`src/rtl/uart_rx_fifo.sv`:
```
// uart_rx_fifo: 8N1 UART receive front end with a first-word-fall-through receive FIFO.
//
// The raw rx pin passes through a two-flop synchroniser. A 16x oversampling tick
// generator drives a receive FSM that recovers bytes LSB-first and pushes each
// good byte into a small FIFO. The core pops the FIFO head with rd_en.
//
// Parameters:
//   CLK_HZ     system clock frequency in Hz
//   BAUD       line rate in bit/s
//   FIFO_DEPTH receive FIFO entries (power of 2, >= 2)
//
// Ports:
//   clk       in   system clock, all logic on rising edge
//   rst       in   asynchronous active-high reset
//   rx        in   raw serial line, idle high, asynchronous to clk
//   rd_en     in   pop strobe for the FIFO head, ignored while rd_valid=0
//   ovr_clr   in   clears the sticky overrun flag
//   rd_data   out  FIFO head byte, meaningful only while rd_valid=1
//   rd_valid  out  FIFO not empty
//   frame_err out  one-cycle pulse when a stop bit samples low
//   overrun   out  sticky, set when a good byte arrives while the FIFO is full
module uart_rx_fifo #(
  parameter int unsigned CLK_HZ     = 50000000,
  parameter int unsigned BAUD       = 115200,
  parameter int unsigned FIFO_DEPTH = 4
) (
  input  logic       clk,
  input  logic       rst,
  input  logic       rx,
  input  logic       rd_en,
  input  logic       ovr_clr,
  output logic [7:0] rd_data,
  output logic       rd_valid,
  output logic       frame_err,
  output logic       overrun
);

  // Oversampling divider: one tick per 1/16 bit time.
  localparam int unsigned Div   = CLK_HZ / (BAUD * 16);
  localparam int unsigned DivW  = (Div > 1) ? $clog2(Div) : 1;
  localparam int unsigned AddrW = $clog2(FIFO_DEPTH);
  localparam int unsigned PtrW  = AddrW + 1;

  typedef enum logic [2:0] {
    StIdle,
    StStart,
    StData,
    StStop,
    StBreak
  } rx_state_e;

  // ---------------------------------------------------------------------------
  // Synchroniser (resets to the idle level so reset never looks like a start)
  // ---------------------------------------------------------------------------
  logic r_rx_meta;
  logic r_rx_s;

  always_ff @(posedge clk or posedge rst) begin
    if (rst) begin
      r_rx_meta <= 1'b1;
      r_rx_s    <= 1'b1;
    end else begin
      r_rx_meta <= rx;
      r_rx_s    <= r_rx_meta;
    end
  end

  // ---------------------------------------------------------------------------
  // Tick generator
  // ---------------------------------------------------------------------------
  logic [DivW-1:0] r_div_cnt;
  logic            w_tick;
  logic            w_div_clr;

  assign w_tick = (r_div_cnt == DivW'(Div - 1));

  always_ff @(posedge clk or posedge rst) begin
    if (rst) begin
      r_div_cnt <= '0;
    end else if (w_div_clr || w_tick) begin
      // Clearing on the falling edge aligns all later samples to mid-bit.
      r_div_cnt <= '0;
    end else begin
      r_div_cnt <= r_div_cnt + 1'b1;
    end
  end

  // ---------------------------------------------------------------------------
  // Receive FSM
  // ---------------------------------------------------------------------------
  rx_state_e  r_state;
  rx_state_e  w_state_nxt;
  logic [3:0] r_tick_cnt;
  logic [3:0] w_tick_cnt_nxt;
  logic [2:0] r_bit_idx;
  logic [2:0] w_bit_idx_nxt;
  logic [7:0] r_shift;
  logic [7:0] w_shift_nxt;
  logic       w_push;
  logic       w_ferr;

  always_ff @(posedge clk or posedge rst) begin
    if (rst) begin
      r_state    <= StIdle;
      r_tick_cnt <= '0;
      r_bit_idx  <= '0;
      r_shift    <= '0;
    end else begin
      r_state    <= w_state_nxt;
      r_tick_cnt <= w_tick_cnt_nxt;
      r_bit_idx  <= w_bit_idx_nxt;
      r_shift    <= w_shift_nxt;
    end
  end

  always_comb begin
    w_state_nxt    = r_state;
    w_tick_cnt_nxt = r_tick_cnt;
    w_bit_idx_nxt  = r_bit_idx;
    w_shift_nxt    = r_shift;
    w_push         = 1'b0;
    w_ferr         = 1'b0;
    w_div_clr      = 1'b0;

    case (r_state)
      StIdle: begin
        if (!r_rx_s) begin
          w_state_nxt    = StStart;
          w_tick_cnt_nxt = '0;
          w_div_clr      = 1'b1;
        end
      end

      StStart: begin
        if (w_tick) begin
          if (r_tick_cnt == 4'd7) begin
            // Mid start bit: a high line here means the low pulse was a glitch.
            if (r_rx_s) begin
              w_state_nxt = StIdle;
            end else begin
              w_state_nxt    = StData;
              w_tick_cnt_nxt = '0;
              w_bit_idx_nxt  = '0;
            end
          end else begin
            w_tick_cnt_nxt = r_tick_cnt + 1'b1;
          end
        end
      end

      StData: begin
        if (w_tick) begin
          if (r_tick_cnt == 4'd15) begin
            w_shift_nxt    = {r_rx_s, r_shift[7:1]};
            w_tick_cnt_nxt = '0;
            w_bit_idx_nxt  = r_bit_idx + 1'b1;
            if (r_bit_idx == 3'd7) begin
              w_state_nxt = StStop;
            end
          end else begin
            w_tick_cnt_nxt = r_tick_cnt + 1'b1;
          end
        end
      end

      StStop: begin
        if (w_tick) begin
          if (r_tick_cnt == 4'd15) begin
            w_tick_cnt_nxt = '0;
            if (r_rx_s) begin
              w_push      = 1'b1;
              w_state_nxt = StIdle;
            end else begin
              w_ferr      = 1'b1;
              w_state_nxt = StBreak;
            end
          end else begin
            w_tick_cnt_nxt = r_tick_cnt + 1'b1;
          end
        end
      end

      StBreak: begin
        // Hold here until the line returns high so a long break reports once.
        if (r_rx_s) begin
          w_state_nxt = StIdle;
        end
      end

      default: begin
        w_state_nxt = StIdle;
      end
    endcase
  end

  // ---------------------------------------------------------------------------
  // Receive FIFO
  // ---------------------------------------------------------------------------
  logic [7:0]      r_mem [FIFO_DEPTH];
  logic [PtrW-1:0] r_wr_ptr;
  logic [PtrW-1:0] r_rd_ptr;
  logic            w_empty;
  logic            w_full;
  logic            w_pop;
  logic            w_wr_en;
  logic            w_ovr_set;

  assign w_empty = (r_wr_ptr == r_rd_ptr);
  assign w_full  = (r_wr_ptr[AddrW] != r_rd_ptr[AddrW]) &&
                   (r_wr_ptr[AddrW-1:0] == r_rd_ptr[AddrW-1:0]);
  assign w_pop   = rd_en && !w_empty;
  // A simultaneous pop frees the head slot, so a push while full still fits.
  assign w_wr_en   = w_push && (!w_full || w_pop);
  assign w_ovr_set = w_push && w_full && !w_pop;

  always_ff @(posedge clk or posedge rst) begin
    if (rst) begin
      for (int i = 0; i < FIFO_DEPTH; i++) begin
        r_mem[i] <= '0;
      end
      r_wr_ptr <= '0;
      r_rd_ptr <= '0;
    end else begin
      if (w_wr_en) begin
        r_mem[r_wr_ptr[AddrW-1:0]] <= r_shift;
        r_wr_ptr                   <= r_wr_ptr + 1'b1;
      end
      if (w_pop) begin
        r_rd_ptr <= r_rd_ptr + 1'b1;
      end
    end
  end

  // ---------------------------------------------------------------------------
  // Status flags
  // ---------------------------------------------------------------------------
  logic r_frame_err;
  logic r_overrun;

  always_ff @(posedge clk or posedge rst) begin
    if (rst) begin
      r_frame_err <= 1'b0;
      r_overrun   <= 1'b0;
    end else begin
      r_frame_err <= w_ferr;
      // A new overrun in the same cycle as a clear keeps the flag set.
      if (w_ovr_set) begin
        r_overrun <= 1'b1;
      end else if (ovr_clr) begin
        r_overrun <= 1'b0;
      end
    end
  end

  assign rd_data   = r_mem[r_rd_ptr[AddrW-1:0]];
  assign rd_valid  = !w_empty;
  assign frame_err = r_frame_err;
  assign overrun   = r_overrun;

endmodule

```
`config.mk`:
```
export PLATFORM = sky130hd
export DESIGN_NAME = uart_rx_fifo
export DESIGN_NICKNAME = d
export VERILOG_FILES = /design/src/rtl/uart_rx_fifo.sv
export SDC_FILE = /design/constraint.sdc
export NUM_CORES = 1
export LEC_CHECK = 0
export CORE_MARGIN = 5
export CORE_UTILIZATION = 62
export CTS_BUF_LIST = sky130_fd_sc_hd__clkbuf_4
export CTS_CLUSTER_SIZE = 8
export DETAILED_ROUTE_END_ITERATION = 8
export HOLD_SLACK_MARGIN = 0.03
export MAX_ROUTING_LAYER = met4
export PLACE_DENSITY = 0.85
export SYNTH_ARGS = -nofsm -noshare
export SYNTH_HDL_FRONTEND = slang
export SYNTH_SLANG_ARGS = --single-unit
```
`constraint.sdc`:
```
create_clock -name clk -period 2.8 [get_ports clk]
set_input_delay 0.7 -clock clk [delete_from_list [all_inputs] [get_ports clk]]
set_output_delay 0.7 -clock clk [all_outputs]
set_load 0.005 [all_outputs]
```
# Yosys cells after proc, flatten, opt, wreduce, memory -nomap -nowiden
# Cells that the tools add are included.
dict set report classes {
  add_sub_neg 5
  n_lt_le_gt_ge 3
  eq_ne 22
  mux 42
  bitwise_logic 2
  reduce_logical 20
}
# operator count
set ops {}
lappend ops {{$mux 3} 15}
lappend ops {{$bwmux 32} 1}
lappend ops {{$mux 8} 3}
lappend ops {{$mux 4} 5}
lappend ops {{$ne 2x2->1 const B} 10}
lappend ops {{$bmux 8 s2} 1}
lappend ops {{$demux 8 s2} 1}
lappend ops {{$pmux 3 s5} 1}
lappend ops {{$pmux 4 s3} 1}
lappend ops {{$mux 1} 11}
lappend ops {{$add 3x1->3 const B} 3}
lappend ops {{$reduce_and 9->1} 1}
lappend ops {{$eq 3x2->1 const B} 2}
lappend ops {{$eq 3x3->1 const B} 2}
lappend ops {{$ge 3x3->1 const B} 2}
lappend ops {{$logic_and 1x1->1} 6}
lappend ops {{$not 2->3} 2}
lappend ops {{$pmux 3 s2} 1}
lappend ops {{$reduce_and 3->1} 2}
lappend ops {{$reduce_and 6->1} 1}
lappend ops {{$add 5x1->5 const B} 1}
lappend ops {{$eq 5x5->1 const B} 1}
lappend ops {{$mux 5} 1}
lappend ops {{$add 4x1->4 const B} 1}
lappend ops {{other kinds (15)} 19}
dict set report word_totals {
  reg_bits 65
  inputBits 5
  out_inout_bits 11
  word_cells 109
}

# Logic depth before layout (Yosys ltp)
# Gate-level depths: netlist of run 1.
dict set report depth {
  depth_word 7
  depth_mapped 7
  mapped_depth_nobuf 6
}

# Least setup slack after synthesis of run 1
# OpenSTA, ideal clock, no wires.
dict set report synth_timing {
  kind {reg2reg}
  start {register r_div_cnt[0]}
  end {register r_mem[0] in the netlist's numbering}
  setup_ns 0.125
  t_arrival_ns 1.806
  t_required_ns 2.675
  slack_ns 0.870
  path_stages_with_launch 7
  n_path_buf 0
  period_less_slack_ns 1.930
  path_cell_list {dfrtp_1 inv_1 ha_1 nand4b_4 nor4_4 nand3_2 mux2_2}
}
dict set report synth_between {
  elab_chain_cells 4
}
# item line_no
set synth_rtl {}
lappend synth_rtl {{start: declaration} 71} ;# logic [DivW-1:0] r_div_cnt;
lappend synth_rtl {{start signal: assignment} 84} ;# r_div_cnt <= r_div_cnt + 1'b1;
lappend synth_rtl {{$eq 5x5->1} 75} ;# assign w_tick = (r_div_cnt == DivW'(Div - 1));
lappend synth_rtl {{$mux 1} 167} ;# if (w_tick) begin
lappend synth_rtl {{$mux 1} 125} ;# case (r_state)
lappend synth_rtl {{$logic_and 1x1->1} 213} ;# assign w_wr_en = w_push && (!w_full || w_pop);
lappend synth_rtl {{end signal: indexed assignment} 225} ;# r_mem[r_wr_ptr[AddrW-1:0]] <= r_shift;
lappend synth_rtl {{end: declaration} 199} ;# logic [7:0] r_mem [FIFO_DEPTH];
# Every way passes these cells.
# A chain may end at the register's enable or synchronous reset.

# Worst setup path in the final report of run 1
dict set report layout_timing {
  start {register r_rd_ptr[0]}
  end {output rd_data[5]}
}
dict set report layout_between {
  elab_chain_cells 4
}
# item line_no
set layout_rtl {}
lappend layout_rtl {{start: declaration} 201} ;# logic [PtrW-1:0] r_rd_ptr;
lappend layout_rtl {{start signal: assignment} 229} ;# r_rd_ptr <= r_rd_ptr + 1'b1;
lappend layout_rtl {{$not 2->3 (implied by the code)} 255} ;# assign rd_data = r_mem[r_rd_ptr[AddrW-1:0]];
lappend layout_rtl {{$bmux 8 s2} 255}
lappend layout_rtl {{$mux 8 (implied by the code) (2 in a row)} 255}
lappend layout_rtl {{end: declaration} 32} ;# output logic [7:0] rd_data,
# Every way passes these cells. The select of a mux whose other input is x is not followed.

==> impl_metrics.py, run 1 <==
metrics = {
    "run_status": {
        "outcome": "finished, final reports clean",
    },
    "clocking": {
        "h-tree-depth": 3,
        "insertion_delay_ns": 0.42,
        "cts_buffers": 9,
        "cts.clk_slew.worst_paths_ns": 0.11,
        "cts_tree": "done",
        "cts_root_buf": "clkbuf_4",
        "hold_buffers": 0,
        "cts.sinks": 65,
        "cts_max_path_buffers": 2,
    },
    "synth": {
        "yosysWarnings": 0,
        "synthArstFlopShare_pct": 100,
        "synthFlopType": "dfrtp_1",
        "yosys_register_bits": 65,
        "syn_inst": 229,
        "syn_area_sq_um": 3090,
        "synth_edf_count": 0,
        "syn_nets": 244,
        "ys_types": 45,
        "yosysSeqAreaShare_pct": 52.7,
        "avgSynthCellArea_sq_um": 13.5,
    },
    "routing": {
        "totalWireLength_microns": 5330,
        "drt_iter0_markers": 185,
        "avgViaCountPerCell": 5.75,
        "wl_per_cell_microns": 16.6,
        "ant_nets": 0,
        "dr.pass1.iters": 4,
        "drc": 0,
        "vias": 1846,
    },
    "layout": {
        "fin_cells": 321,
        "design_area_sq_um": 3480,
        "post-route-util_pct": 72.7,
        "antenna_cells": 0,
        "area_growth_pct": 12.6,
        "drive_above_1_share_pct": 32.3,
        "fin_nets": 264,
    },
    "timing": {
        "hold_violations": 0,
        "relSlewSlack_pct": 51.7,
        "slew_violations": 0,
        "setup_tns_ns": 0,
        "worst_slack_ns": 0.140,
        "rsz0062_at_grt": "no",
        "fmax_mhz": 376,
        "setup_viol": 0,
        "worst_pin_slew_ns": 0.718,
        "period_share_pct": 95.0,
        "fin_crit_ns": 2.66,
        "clock_skew_ns": 0.0258,
    },
    "setup_path": {
        "arrival_ns": 1.96,
        "r2r-end": "r_mem[5]",
        "critPathMaxFanout": 11,
        "endpoint_kind": "output port",
        "reg2reg_slack_ns": 0.54,
        "crit_required_ns": 2.10,
        "path_buf_inv": 2,
        "path_cells": "buf_6, mux4_2, clkdlybuf4s50_1",
        "cp-start-kind": "register",
        "max_stage_delay_ns": 0.53,
        "rr_startpoint": "r_div_cnt[0]",
        "crit_type": "reg -> out",
        "cp_top_family": "buffers and inverters",
        "critPathSlowestCell": "mux4_2",
        "reg2regPathDepth": 6,
    },
    "floorplanning": {
        "ios": 16,
        "die_w_microns": 80.6,
        "dieHeight_microns": 80.6,
        "core-area_sq_um": 4790,
        "rows": 25,
        "die_area_sq_um": 6490,
        "start_util_pct": 64.5,
    },
    "global_route": {
        "grt_max_degree": 66,
        "grt_pass1_wl_microns": 9450,
        "grt_pass1_vias": 1829,
        "gr-total-overflow": 0,
        "grt_usage_pct": 20.4,
        "antenna_found_initial": 0,
    },
    "min_path": {
        "min_path_cells": 0,
        "min_to": "r_rx_s",
        "min-delay-start": "r_rx_meta",
        "hold_path.class": "reg -> reg",
    },
    "placed_design": {
        "hpwl_microns": 3430,
        "post-place-ws_ns": 0.387,
        "placed_cells_incl_taps": 305,
        "placedInstanceArea_sq_um": 3310,
        "place_congestion": 0.819,
        "port_buffers": 15,
    },
    "pwr": {
        "power.density_nw_per_um2": 489,
        "p_switching_uw": 373,
        "pwr-share-seq_pct": 55.5,
        "peakVddDrop_mv": 0.479,
        "internal_power_uw": 1330,
        "p_comb_share_pct": 1.7,
        "swShare_pct": 21.9,
        "p_clk_share_pct": 42.8,
        "leakage_uw": 0.00162,
    },
    "job": {
        "drv_cap": 0,
    },
}
==> worst max path at each step <==
stage	startpoint	to	slack, ns	cells after the start
floorplan	rst	frame_err	0.48	1
global placement	rd_en	r_mem[4]	0.41	4
detailed placement	rd_en	r_mem[6]	0.39	4
CTS	r_rd_ptr[0]	rd_data[6]	0.05	3
global route	r_rd_ptr[0]	rd_data[5]	0.02	3
finish	r_rd_ptr[0]	rd_data[5]	0.14	3
==> what timing repair did <==
action,in CTS,in global routing
endpoints found under the setup margin,0,6
gates resized for setup,0,1
setup buffers,0,0
==> sequential cells by signal, indices dropped and copies added, names as in the netlist, 3 cells and up <==
| signal | flops |
|---|---|
| r_mem | 32 |
| r_shift | 8 |
| r_div_cnt | 5 |
| r_tick_cnt | 4 |
| r_bit_idx | 3 |
| r_rd_ptr | 3 |
| r_state | 3 |
| r_wr_ptr | 3 |
==> cell usage in the layout, fill, tap and decap left out, types with 6 or more instances in the layout <==
cell type	n
clkbuf_4	10
clkdlybuf4s50_1	15
dfrtp_1	63
ha_1	10
inv_1	12
mux2_2	42
mux4_2	8
nand2_1	8
nand3_1	6
nor2_1	8
xnor2_1	8
==> metrics by stage <==
stage	hold slack [ns]	power [uW]
6_report	0.363	1700
5_1_grt	0.374	1770
4_1_cts	0.364	1720
3_5_place_dp	0.349	992
3_3_place_gp	0.346	992
2_1_floorplan	0.345	977
==> logic make-up after synthesis <==
kind of cell,after synthesis,synth area share (%)
buf+inv,21,3.00
compound gates,21,4.98
fa+ha+maj,10,4.05
xor+xnor,11,3.12
flops,65,52.7
mux,52,21.8
simple gates,49,10.3
==> power by group through the flow <==
stage          Sequential (uW)  Clock [uW]  Combinational, uW
2_1_floorplan              959           0               17.4
3_3_place_gp               962           0               30.2
3_5_place_dp               962           0               30.4
4_1_cts                    944         743               30.4
5_1_grt                    944         793               33.8
6_report                   944         728               28.8
==> layer usage <==
layer  GRT usage, %  wire length [microns]  vias to the layer above
met4           10.6                    105                        0
li1               -                      -                      877
met5              -                      0                        -
met2           28.2                   2430                       38
met1           28.7                   2600                      922
met3           3.70                    190                        9
==> cell type report <==
cell class                      count  area, sq um
Timing Repair Buffer               17          181
Inverter                           13         48.8
Sequential cell                    65         1630
Tap cell                           67         83.8
Multi-Input combinational cell    143         1370
Clock inverter                      6         91.3
Fill cell                         321         1310
Clock buffer                       10         75.1
==> cells in the mapped netlist (all sizes together) (3+ instances only) <==
| library cell | n | area share [%] |
|---|---|---|
| dfrtp | 63 | 51 |
| mux2 | 42 | 15 |
| inv | 13 | 1.6 |
| ha | 10 | 4.1 |
| nand3 | 10 | 2.3 |
| mux4 | 8 | 5.8 |
| nand2 | 8 | 0.97 |
| nor2 | 8 | 0.97 |
| xnor2 | 8 | 2.3 |
| a21oi | 5 | 0.81 |
| buf | 4 | 0.93 |
| clkbuf | 4 | 0.49 |
| nor3 | 4 | 0.65 |
| nor4 | 3 | 1.1 |
| xor2 | 3 | 0.85 |
Power figures use the tool's default switching activity.
==> run 2, diff against run 1 <==
CORE_ASPECT_RATIO = 1.4   (was unset)
==> impl_metrics.py, run 2 (synthesis gave the netlist of run 1 again) <==
metrics = {
    "timing": {
        "setup_viol": 0,
        "setup_tns_ns": 0,
        "fmax_mhz": 372,
        "period_share_pct": 96.1,
        "slew_violations": 0,
        "worst_pin_slew_ns": 0.829,
        "fin_crit_ns": 2.69,
        "worst_slack_ns": 0.109,
        "relSlewSlack_pct": 44.2,
        "clock_skew_ns": 0.0174,
        "hold_violations": 0,
        "rsz0062_at_grt": "no",
    },
    "run_status": {
        "outcome": "finished, final reports clean",
    },
    "clocking": {
        "h-tree-depth": 3,
        "cts_max_path_buffers": 2,
        "cts_root_buf": "clkbuf_4",
        "cts_buffers": 9,
        "cts.sinks": 65,
        "cts.clk_slew.worst_paths_ns": 0.10,
        "cts_tree": "done",
        "insertion_delay_ns": 0.41,
        "cts_setup_buffers": 0,
    },
    "floorplanning": {
        "dieHeight_microns": 93.5,
        "core-area_sq_um": 4840,
        "ios": 16,
        "die_w_microns": 69.7,
        "start_util_pct": 63.8,
        "die_area_sq_um": 6510,
        "rows": 30,
    },
    "routing": {
        "drt_iter0_markers": 73,
        "vias": 1870,
        "avgViaCountPerCell": 5.88,
        "dr.pass1.iters": 5,
        "ant_nets": 0,
        "totalWireLength_microns": 5430,
        "wl_per_cell_microns": 17.1,
        "drc": 0,
    },
    "global_route": {
        "antenna_found_initial": 0,
        "top_usage_layer": "met2",
        "grt_usage_pct": 19.1,
        "grt_pass1_wl_microns": 9450,
        "grt_pass1_vias": 1974,
        "use_met2_pct": 33.4,
        "grtUsageMet1_pct": 21.3,
        "grtUsageMet3_pct": 3.98,
        "gr-total-overflow": 0,
        "grt_max_degree": 66,
    },
    "pwr": {
        "leakage_uw": 0.00162,
        "p_switching_uw": 363,
        "swShare_pct": 20.6,
        "peakVddDrop_mv": 0.348,
        "power.density_nw_per_um2": 504,
        "p_comb_share_pct": 1.6,
        "pwr-share-seq_pct": 53.5,
        "p_clk_share_pct": 44.9,
        "internal_power_uw": 1400,
    },
    "layout": {
        "multi_input_area_sq_um": 1370,
        "largest_reg_flops": 32,
        "area_growth_pct": 13.4,
        "top_register": "r_mem",
        "regArea_sq_um": 1630,
        "post-route-util_pct": 72.3,
        "fin_cells": 318,
        "antenna_cells": 0,
        "top_regs": "r_mem (32), r_shift (8), r_div_cnt (5)",
        "filler_cell_count": 322,
        "fin_nets": 264,
        "drive_above_1_share_pct": 32.3,
        "design_area_sq_um": 3500,
        "layout_commonest_cell": "dfrtp_1",
        "mostFrequentLayoutCells": "dfrtp_1 (62), mux2_2 (42), clkdlybuf4s50_1 (15)",
    },
    "placed_design": {
        "place_congestion": 0.833,
        "post-place-ws_ns": 0.378,
        "hpwl_microns": 3680,
        "port_buffers": 15,
        "placedInstanceArea_sq_um": 3320,
        "placed_cells_incl_taps": 302,
    },
    "setup_path": {
        "path_cells": "buf_12, mux4_2, clkdlybuf4s50_1",
        "critPathSlowestCell": "mux4_2",
        "critPathMaxFanout": 8,
        "arrival_ns": 1.99,
        "endpoint_kind": "output port",
        "cp-start-kind": "register",
        "crit_type": "reg -> out",
        "max_stage_delay_ns": 0.50,
        "crit_required_ns": 2.10,
    },
    "job": {
        "drv_cap": 0,
    },
    "min_path": {
        "hold_path.class": "reg -> reg",
    },
}
-- run 2: timing repair --
item / in CTS / in global routing
gates resized for setup: 0 / 1
setup endpoints to repair: 0 / 8
hold buffers: 0 / 0
-- run 2: area by class of cell --
| cell class | count | area share [%] |
|---|---|---|
| timing repair buffer | 17 | 5.43 |
| clock buffer | 9 | 1.93 |
| tap | 64 | 2.29 |
| multi-input combinational | 143 | 39.0 |
| sequential | 65 | 46.6 |
| inverter | 13 | 1.39 |
| clock inverter | 7 | 3.36 |
-- run 2: metrics by stage --
| stage | power [uW] | hold slack (ns) |
|---|---|---|
| 2_1_floorplan | 977 | 0.345 |
| 5_1_grt | 1840 | 0.367 |
| 6_report | 1760 | 0.364 |
| 3_3_place_gp | 992 | 0.346 |
| 4_1_cts | 1780 | 0.365 |
| 3_5_place_dp | 992 | 0.347 |
-- run 2: power groups by stage --
stage | Clock [uW] | Combinational [uW] | Sequential [uW]
floorplan | 0 | 17.4 | 959
global placement | 0 | 30.2 | 962
detailed placement | 0 | 30.5 | 962
CTS | 810 | 30.6 | 944
global route | 860 | 33.4 | 944
finish | 792 | 29.1 | 943
-- run 2: metal layers --
layer  vias up  routed length (microns)
li1        875                        -
met1       937                     2190
met2        46                     2960
met3        12                      173
met4         0                      114
met5         -                        0
-- run 2: worst max-delay path: cells and delay by family, from the launching register on --
| kind | cells | cell delay, ns |
|---|---|---|
| multiplexers | 1 | 0.50 |
| buffers and inverters | 2 | 0.65 |
| flip-flops | 1 | 0.45 |
-- run 2: worst paths after layout --
kind | slack [ns] | startpoint | depth (start not counted) | end
max | 0.11 | r_rd_ptr[0] | 3 | rd_data[5]
max in group asynchronous | 1.81 | rst | 3 | r_rx_s
max reg2reg | 0.57 | r_div_cnt[0] | 6 | r_mem[24]
min reg2reg | 0.36 | r_rx_meta | 0 | r_rx_s
min | 0.36 | r_rx_meta | 0 | r_rx_s
min in group asynchronous | 0.67 | rst | 3 | r_state[2]
==> run 3, diff against run 2 <==
CELL_PAD_IN_SITES_DETAIL_PLACEMENT = 2   (was unset)
CELL_PAD_IN_SITES_GLOBAL_PLACEMENT = 2   (was unset)
CORE_UTILIZATION = 44   (was 62)
PLACE_DENSITY = 0.84   (was 0.85)
==> impl_metrics.py, run 3 (synthesis gave the netlist of run 1 again) <==
metrics = {
    "global_route": {
        "grt_pass1_wl_microns": 11300,
        "grt_pass1_vias": 2187,
        "grt_usage_pct": 17.7,
        "grt_max_degree": 41,
        "antenna_found_initial": 0,
        "gr-total-overflow": 0,
    },
    "floorplanning": {
        "die_w_microns": 80.8,
        "start_util_pct": 44.8,
        "core-area_sq_um": 6890,
        "ios": 16,
        "rows": 36,
        "dieHeight_microns": 109,
        "die_area_sq_um": 8820,
    },
    "timing": {
        "relSlewSlack_pct": 46.0,
        "setup_viol": 0,
        "fmax_mhz": 371,
        "period_share_pct": 96.2,
        "hold_violations": 0,
        "setup_tns_ns": 0,
        "rsz0062_at_grt": "no",
        "clock_skew_ns": 0.0181,
        "slew_violations": 0,
        "worst_slack_ns": 0.106,
        "fin_crit_ns": 2.69,
        "worst_pin_slew_ns": 0.802,
    },
    "clocking": {
        "cts_tree": "done",
        "cts.clk_slew.worst_paths_ns": 0.11,
        "cts_resized": 0,
        "insertion_delay_ns": 0.42,
        "cts_buffers": 9,
        "cts_max_path_buffers": 2,
        "cts_root_buf": "clkbuf_4",
        "cts.sinks": 65,
        "h-tree-depth": 3,
        "cts_setup_buffers": 0,
        "hold_buffers": 0,
    },
    "placed_design": {
        "post-place-ws_ns": 0.290,
        "hpwl_microns": 4710,
        "port_buffers": 15,
        "place_congestion": 0.768,
    },
    "layout": {
        "top_register": "r_mem",
        "post-route-util_pct": 50.3,
        "top_regs": "r_mem (32), r_shift (8), r_div_cnt (5)",
        "fin_nets": 265,
        "layout_commonest_cell": "dfrtp_1",
        "drive_above_1_share_pct": 32.5,
        "filler_cell_count": 691,
        "regArea_sq_um": 1630,
        "multi_input_area_sq_um": 1370,
        "largest_reg_flops": 32,
        "antenna_cells": 0,
        "area_growth_pct": 12.2,
        "mostFrequentLayoutCells": "dfrtp_1 (63), mux2_2 (42), clkdlybuf4s50_1 (15)",
    },
    "min_path": {
        "hold_path.class": "reg -> reg",
        "min_path_cells": 0,
    },
    "setup_path": {
        "crit_type": "reg -> out",
        "endpoint_kind": "output port",
        "path_cells": "mux4_2, clkdlybuf4s50_1",
        "critical_path_depth": 2,
        "cp_top_family": "flip-flops",
        "cp-start-kind": "register",
        "critPathMaxFanout": 11,
        "max_stage_delay_ns": 0.70,
        "arrival_ns": 1.99,
        "path_buf_inv": 1,
        "crit_required_ns": 2.10,
        "critPathSlowestCell": "dfrtp_1",
        "reg2regPathDepth": 6,
    },
    "routing": {
        "drc": 0,
        "dr.pass1.iters": 4,
        "totalWireLength_microns": 6640,
        "wl_met3_microns": 146,
        "wl_per_cell_microns": 19.0,
        "ant_nets": 0,
        "top_layer": "met4",
        "vias": 1900,
        "drt_iter0_markers": 48,
        "avgViaCountPerCell": 5.43,
        "wl_met1_microns": 2670,
        "met2_length_microns": 3640,
    },
    "pwr": {
        "swShare_pct": 25.3,
        "power.density_nw_per_um2": 437,
        "p_switching_uw": 382,
        "pwr-share-seq_pct": 62.4,
        "p_clk_share_pct": 35.6,
        "internal_power_uw": 1130,
        "leakage_uw": 0.00160,
        "peakVddDrop_mv": 0.187,
        "p_comb_share_pct": 2.0,
        "finalPower_uw": 1510,
    },
    "run_status": {
        "outcome": "finished, final reports clean",
    },
    "job": {
        "drv_cap": 0,
    },
}
-- run 3: cell count changes in the layout (fill, tap and decap cells not counted) --
cell / change
clkinv_2: +3
dfrtp_1: +1
buf_12: -1
buf_4: +2
dfrtp_2: -1
bufinv_16: -3
clkinv_1: -1
clkinv_4: +2
inv_6: -1
-- run 3: metrics by stage --
stage	area (sq um)	hold WS (ns)	instances
after global placement	3350	0.348	334
final	3460	0.372	350
after global routing	3460	0.388	350
after CTS	3460	0.383	350
after floorplan	3090	0.345	229
after detailed placement	3350	0.362	334
-- run 3: path summary, 6_finish.rpt --
kind	from	end	slack, ns
worst max-delay path	r_rd_ptr[1]	rd_data[7]	0.11
min in group asynchronous	rst	r_shift[2]	0.69
worst min-delay path	r_rx_meta	r_rx_s	0.37
max in group asynchronous	rst	r_div_cnt[4]	1.48
worst min register to register	r_rx_meta	r_rx_s	0.37
worst max register to register	r_div_cnt[0]	r_mem[1]	0.50
-- run 3: layer usage --
metal	up-vias	global-route usage, %
met5	-	-
met4	0	7.00
met3	15	4.05
met2	24	30.6
met1	982	19.6
li1	879	-
-- run 3: cell type report --
class	instances	area share, %
clock inverters	7	1.37
clock buffers	9	1.95
well taps	95	3.43
flip-flops and latches	65	47.0
inverters	13	1.41
multi-input cells	143	39.5
repair buffers	18	5.34
-- run 3: power by group through the flow --
stage | combinational (uW) | clock, uW | sequential, uW
2_1_floorplan | 17.4 | 0 | 959
3_3_place_gp | 31.2 | 0 | 962
3_5_place_dp | 32.1 | 0 | 962
4_1_cts | 32.0 | 567 | 944
5_1_grt | 35.4 | 625 | 945
6_report | 30.3 | 538 | 944
